--- config.mk ---
export PLATFORM = sky130hd
export DESIGN_NAME = inst_fetch_buffer
export DESIGN_NICKNAME = d
export VERILOG_FILES = /design/src/rtl/inst_fetch_buffer_pkg.sv /design/src/rtl/inst_fetch_buffer_mem.sv /design/src/rtl/inst_fetch_buffer.sv
export SDC_FILE = /design/constraint.sdc
export NUM_CORES = 2
export LEC_CHECK = 0
export CAP_MARGIN = 20
export CORE_MARGIN = 2
export CORE_UTILIZATION = 62
export DETAILED_ROUTE_END_ITERATION = 8
export PLACE_DENSITY = 0.78
export REMOVE_ABC_BUFFERS = 1
export SLEW_MARGIN = 40
export SYNTH_ARGS = -nofsm -noshare
export SYNTH_HDL_FRONTEND = slang
export SYNTH_SLANG_ARGS = --single-unit
--- constraint.sdc ---
create_clock -name clk -period 8.8 [get_ports clk]
set_clock_uncertainty 0.05 [all_clocks]
set_input_delay 0.88 -clock clk [delete_from_list [all_inputs] [get_ports clk]]
set_output_delay 0.88 -clock clk [all_outputs]
set_load 0.05 [all_outputs]
--- src/rtl/inst_fetch_buffer_pkg.sv ---
`default_nettype none
// ============================================================================
// Module   : inst_fetch_buffer_pkg
// Brief    : Shared widths, entry type and reset PC for the fetch buffer.
// Revision : 1.0 - initial release
// ============================================================================
package inst_fetch_buffer_pkg;

    localparam int PC_W    = 32;
    localparam int INST_W  = 32;
    localparam int ENTRY_W = PC_W + INST_W;

    localparam logic [PC_W-1:0] RESET_PC = 32'hBFC0_0000;

    typedef struct packed {
        logic [PC_W-1:0]   pc;
        logic [INST_W-1:0] inst;
    } fb_entry_t;

endpackage : inst_fetch_buffer_pkg
`default_nettype wire

--- src/rtl/inst_fetch_buffer_mem.sv ---
`default_nettype none
// ============================================================================
// Module   : inst_fetch_buffer_mem
// Brief    : DEPTH-entry register array, two write ports, two async reads.
// Revision : 1.0 - initial release
// ============================================================================
module inst_fetch_buffer_mem
    import inst_fetch_buffer_pkg::*;
#(
    parameter int DEPTH = 16,
    parameter int PTR_W = 4
) (
    input  logic             clk,
    input  logic             i_we1,
    input  logic [PTR_W-1:0] i_waddr1,
    input  fb_entry_t        i_wdata1,
    input  logic             i_we2,
    input  logic [PTR_W-1:0] i_waddr2,
    input  fb_entry_t        i_wdata2,
    input  logic [PTR_W-1:0] i_raddr1,
    input  logic [PTR_W-1:0] i_raddr2,
    output fb_entry_t        o_rdata1,
    output fb_entry_t        o_rdata2
);

    fb_entry_t r_mem [DEPTH];

    // Slot-2 write is issued last so it wins if both target one address.
    always_ff @(posedge clk) begin
        if (i_we1) begin
            r_mem[i_waddr1] <= i_wdata1;
        end
        if (i_we2) begin
            r_mem[i_waddr2] <= i_wdata2;
        end
    end

    assign o_rdata1 = r_mem[i_raddr1];
    assign o_rdata2 = r_mem[i_raddr2];

endmodule : inst_fetch_buffer_mem
`default_nettype wire

--- src/rtl/inst_fetch_buffer.sv ---
`default_nettype none
// ============================================================================
// Module   : inst_fetch_buffer
// Brief    : Dual-issue in-order instruction queue between fetch and decode.
// Revision : 1.0 - initial release
// ============================================================================
module inst_fetch_buffer
    import inst_fetch_buffer_pkg::*;
#(
    parameter int DEPTH = 16,
    parameter int PTR_W = 4
) (
    input  logic              clk,
    input  logic              rst,
    input  logic              flush,
    input  logic              push_en1,
    input  logic              push_en2,
    input  logic [PC_W-1:0]   push_pc1,
    input  logic [INST_W-1:0] push_inst1,
    input  logic [PC_W-1:0]   push_pc2,
    input  logic [INST_W-1:0] push_inst2,
    input  logic              pop1,
    input  logic              pop2,
    output logic              out_valid1,
    output logic              out_valid2,
    output logic [PC_W-1:0]   out_pc1,
    output logic [INST_W-1:0] out_inst1,
    output logic [PC_W-1:0]   out_pc2,
    output logic [INST_W-1:0] out_inst2,
    output logic              full,
    output logic              empty,
    output logic [PTR_W:0]    count
);

    localparam logic [PTR_W:0] c_full_level = (PTR_W+1)'(DEPTH - 2);

    logic [PTR_W-1:0] r_head_ptr;
    logic [PTR_W-1:0] r_tail_ptr;
    logic [PTR_W:0]   r_count;

    logic [1:0]       w_npush_req;
    logic [1:0]       w_npush;
    logic [1:0]       w_npop_req;
    logic [1:0]       w_npop;
    logic             w_we1;
    logic             w_we2;
    logic [PTR_W-1:0] w_head_nxt1;
    logic [PTR_W-1:0] w_tail_nxt1;
    fb_entry_t        w_wdata1;
    fb_entry_t        w_wdata2;
    fb_entry_t        w_rdata1;
    fb_entry_t        w_rdata2;

    assign full  = (r_count > c_full_level);
    assign empty = (r_count == '0);
    assign count = r_count;

    // Pushes are dropped wholesale while full; pops are clamped to occupancy.
    assign w_npush_req = {1'b0, push_en1} + {1'b0, push_en1 & push_en2};
    assign w_npush     = full ? 2'd0 : w_npush_req;
    assign w_npop_req  = {1'b0, pop1} + {1'b0, pop1 & pop2};
    assign w_npop      = ((PTR_W+1)'(w_npop_req) > r_count) ? r_count[1:0] : w_npop_req;

    assign w_head_nxt1 = r_head_ptr + PTR_W'(1);
    assign w_tail_nxt1 = r_tail_ptr + PTR_W'(1);

    assign w_we1 = ~flush & (w_npush != 2'd0);
    assign w_we2 = ~flush & (w_npush == 2'd2);

    assign w_wdata1 = '{pc: push_pc1, inst: push_inst1};
    assign w_wdata2 = '{pc: push_pc2, inst: push_inst2};

    always_ff @(posedge clk or posedge rst) begin
        if (rst) begin
            r_head_ptr <= '0;
            r_tail_ptr <= '0;
            r_count    <= '0;
        end else if (flush) begin
            r_head_ptr <= '0;
            r_tail_ptr <= '0;
            r_count    <= '0;
        end else begin
            r_tail_ptr <= r_tail_ptr + PTR_W'(w_npush);
            r_head_ptr <= r_head_ptr + PTR_W'(w_npop);
            r_count    <= r_count + (PTR_W+1)'(w_npush) - (PTR_W+1)'(w_npop);
        end
    end

    inst_fetch_buffer_mem #(
        .DEPTH (DEPTH),
        .PTR_W (PTR_W)
    ) u_mem (
        .clk      (clk),
        .i_we1    (w_we1),
        .i_waddr1 (r_tail_ptr),
        .i_wdata1 (w_wdata1),
        .i_we2    (w_we2),
        .i_waddr2 (w_tail_nxt1),
        .i_wdata2 (w_wdata2),
        .i_raddr1 (r_head_ptr),
        .i_raddr2 (w_head_nxt1),
        .o_rdata1 (w_rdata1),
        .o_rdata2 (w_rdata2)
    );

    assign out_valid1 = (r_count >= (PTR_W+1)'(1));
    assign out_valid2 = (r_count >= (PTR_W+1)'(2));

    // Array contents are undefined after reset, so invalid slots read as zero.
    assign out_pc1   = out_valid1 ? w_rdata1.pc   : '0;
    assign out_inst1 = out_valid1 ? w_rdata1.inst : '0;
    assign out_pc2   = out_valid2 ? w_rdata2.pc   : '0;
    assign out_inst2 = out_valid2 ? w_rdata2.inst : '0;

endmodule : inst_fetch_buffer
`default_nettype wire

==> reports/qor.csv <==
metric,value,unit
fillers,6143,
start_util,62.2,%
drcViolationCount,0,
finalHoldViolCount,0,
die_w,318,um
synth_area,61000,sq um
reg2regPathDepth,8,
vias,39400,
cp_slowest_cell,clkdlybuf4s50_1,
synth.most_common_cell,edfxtp_1,
post-place-ws,3.28,ns
fin_crit_sh,69.6,%
cp_num_cells,7,
fmax,163,MHz
cp_max_fo,89,
cts_buffers,110,
ctsResizeCount,0,
rows,115,
grt_max_degree,106,
hp-class,input port to async pin,
p_seq_share,29.8,%
crit_path_end_kind,output port,
status,"finished, final reports clean",
cts_post_setup_buffers_inserted,0,
cts_tree,done,
synth-seq-cells,1037,
drive_above_1_share,46.5,%
power_density,280,nW/um^2
switching_power,0.00747,W
startpoint,r_head_ptr[0],
drv_cap,0,
fp.coreArea,98000,sq um
yosys.area.top_type_share,50.4,%
clk_pin_slew,0.06,ns
place_inst,4893,
power.share.clock,23.6,%
r2r_start,count[4],
portBuffers,271,
die-height,318,um
seq_area_frac_synth,51.0,%
required,7.87,ns
via_per_inst,7.70,
worstPathArrival,5.19,ns
start_kind,register,
cts-root-buf,clkbuf_16,
use_met1,51.6,%
rsz0062_at_grt,no,
ys_warn_count,0,
synthTopCellsByArea,"edfxtp_1 50%, mux4_2 19%, mux2_2 15%, mux2_4 3.6%, mux2i_1 2.1%",
grt-ovfl-total,0,
first_pass_iters,8,
area_growth,11.9,%
fin_ws,2.68,ns
combPwrFrac,46.6,%
first_global_vias,39700,
synth.distinct_cells,50,
async_flop_share,1.25,%
cp_top_family,buffers and inverters,
netlist_instances,3663,
clockBufferDepth,3,
io-pin-count,272,
clk-insertion-delay-late,0.69,ns
dp_hpwl,105,mm
relSlewSlack,37.0,%
cellInternalPower,0.0117,W
hold_buffers,0,
p_sw_share,39.1,%
ant_nets,0,
p_leak,21.7,nW
dieArea,101000,sq um
grt_use_met2,58.1,%
worstPathCellList,buf_12 > buf_16 > buf_6 > mux4_2 > a22oi_1 > a21oi_1 > clkdlybuf4s50_1,
gp_congestion,0.833,
synth_edf_count,1024,
gr-usage-all-layers,38.0,%
ys.flop_type,edfxtp_1,
timing.critical_path.buf_inv,4,
synth.avg_cell_area,16.6,sq um
nNetsFinal,3876,
met3_usage,9.60,%
synth_top_area_cell,edfxtp_1,
post-route-min-period,6.12,ns
final_util,69.7,%
htreeDepth,3,
grt.busiest_layer,met2,
final_cells,5117,
ir_drop,439,uV
drt-total-wl,193,mm
setup_tns,0,ns
avgRoutedWirePerCell,37.7,um
tightest_slew,0.945,ns
worst-setup-path-type,register to output port,
drt_iter0_drc,6079,
antenna_found_initial,28,
synth_common_cells,"1024 x edfxtp_1, 813 x mux2_2, 512 x mux4_2",
slew_violations,0,
finalSetupViolations,0,
cpPeakStageDelay,0.94,ns
clock-sinks,1037,
grt_first_pass_wirelength,278,mm
## final cells by class
class,instances,area (sq um),share of cell area (%)
antenna,19,47.5,0.0697
clock buffer,146,3000,4.40
clock inverter,57,407,0.596
inverter,17,63.8,0.0935
multi-input combinational,2181,28000,41.1
sequential,1037,31100,45.5
tap,1287,1610,2.36
timing repair buffer,373,4020,5.89
## placed cells by master, fill, tap and decap left out, types with 7 or more instances in the layout
cell type / count
buf_4: 49
clkdlybuf4s50_1: 271
a21oi_1: 68
edfxtp_1: 1024
nand2_1: 200
dfrtp_1: 11
o22ai_1: 64
nor2b_1: 9
clkinv_2: 17
clkinv_1: 26
clkbuf_1: 28
buf_12: 25
inv_1: 17
mux4_2: 512
o21bai_4: 12
mux2i_1: 130
ha_1: 16
nor2_1: 11
buf_6: 18
buf_16: 7
diode_2: 19
a22oi_1: 126
clkbuf_16: 113
mux2_2: 813
mux2_4: 147
## worst reg2reg max path: cells and delay by family (launching register included)
kind | cells | cell delay [ns]
simple gates | 2 | 0.64
fa+ha+maj | 1 | 0.20
buf+inv | 3 | 1.51
compound gates | 2 | 1.22
flops | 1 | 0.55
## logic make-up after synthesis
logic type                 Yosys count  share of synthesized area, %
and+or+nand+nor                    261                          1.90
xor gates and xnor gates             8                         0.115
AOI/OAI and AO/OA                  289                          3.17
buffers and inverters              445                          3.69
muxes                             1602                          39.7
adders and majority gates           21                         0.480
DFF                               1037                          51.0
## power groups by stage
stage | clock (W) | combinational, W | sequential [W]
final | 0.00451 | 0.00892 | 0.00570
after global routing | 0.00470 | 0.00921 | 0.00571
after CTS | 0.00452 | 0.00881 | 0.00571
after detailed placement | 0 | 0.00877 | 0.00581
after global placement | 0 | 0.00856 | 0.00580
after floorplan | 0 | 0.00727 | 0.00612
## per-layer routing
metal,wire length [um],up-vias
met5,125,-
met2,89900,3337
met3,26100,585
met4,9110,22
met1,67700,20300
li1,-,15100
## registers in the layout, summed over array words and instances (netlist names)
name / flops
r_tail_ptr: 4
count: 5
r_head_ptr: 4
u_mem.r_mem: 1024
## metrics by stage
step	instance area (sq um)	total power [W]	hold WS (ns)
final	68300	0.0191	0.515
after global routing	68200	0.0196	0.563
after CTS	68100	0.0190	0.502
after detailed placement	64700	0.0146	0.585
after global placement	64300	0.0144	0.582
after floorplan	58800	0.0134	0.528
## final timing paths
check	to	slack [ns]
worst max-delay path	out_inst1[5]	2.68
worst min-delay path	count[2]	0.51
worst max register to register	u_mem.r_mem[10][29]	4.24
worst min register to register	r_tail_ptr[2]	0.61
max in group asynchronous	r_head_ptr[2]	7.72
min in group clk	r_tail_ptr[2]	0.61
(Power assumes the default switching activity.)
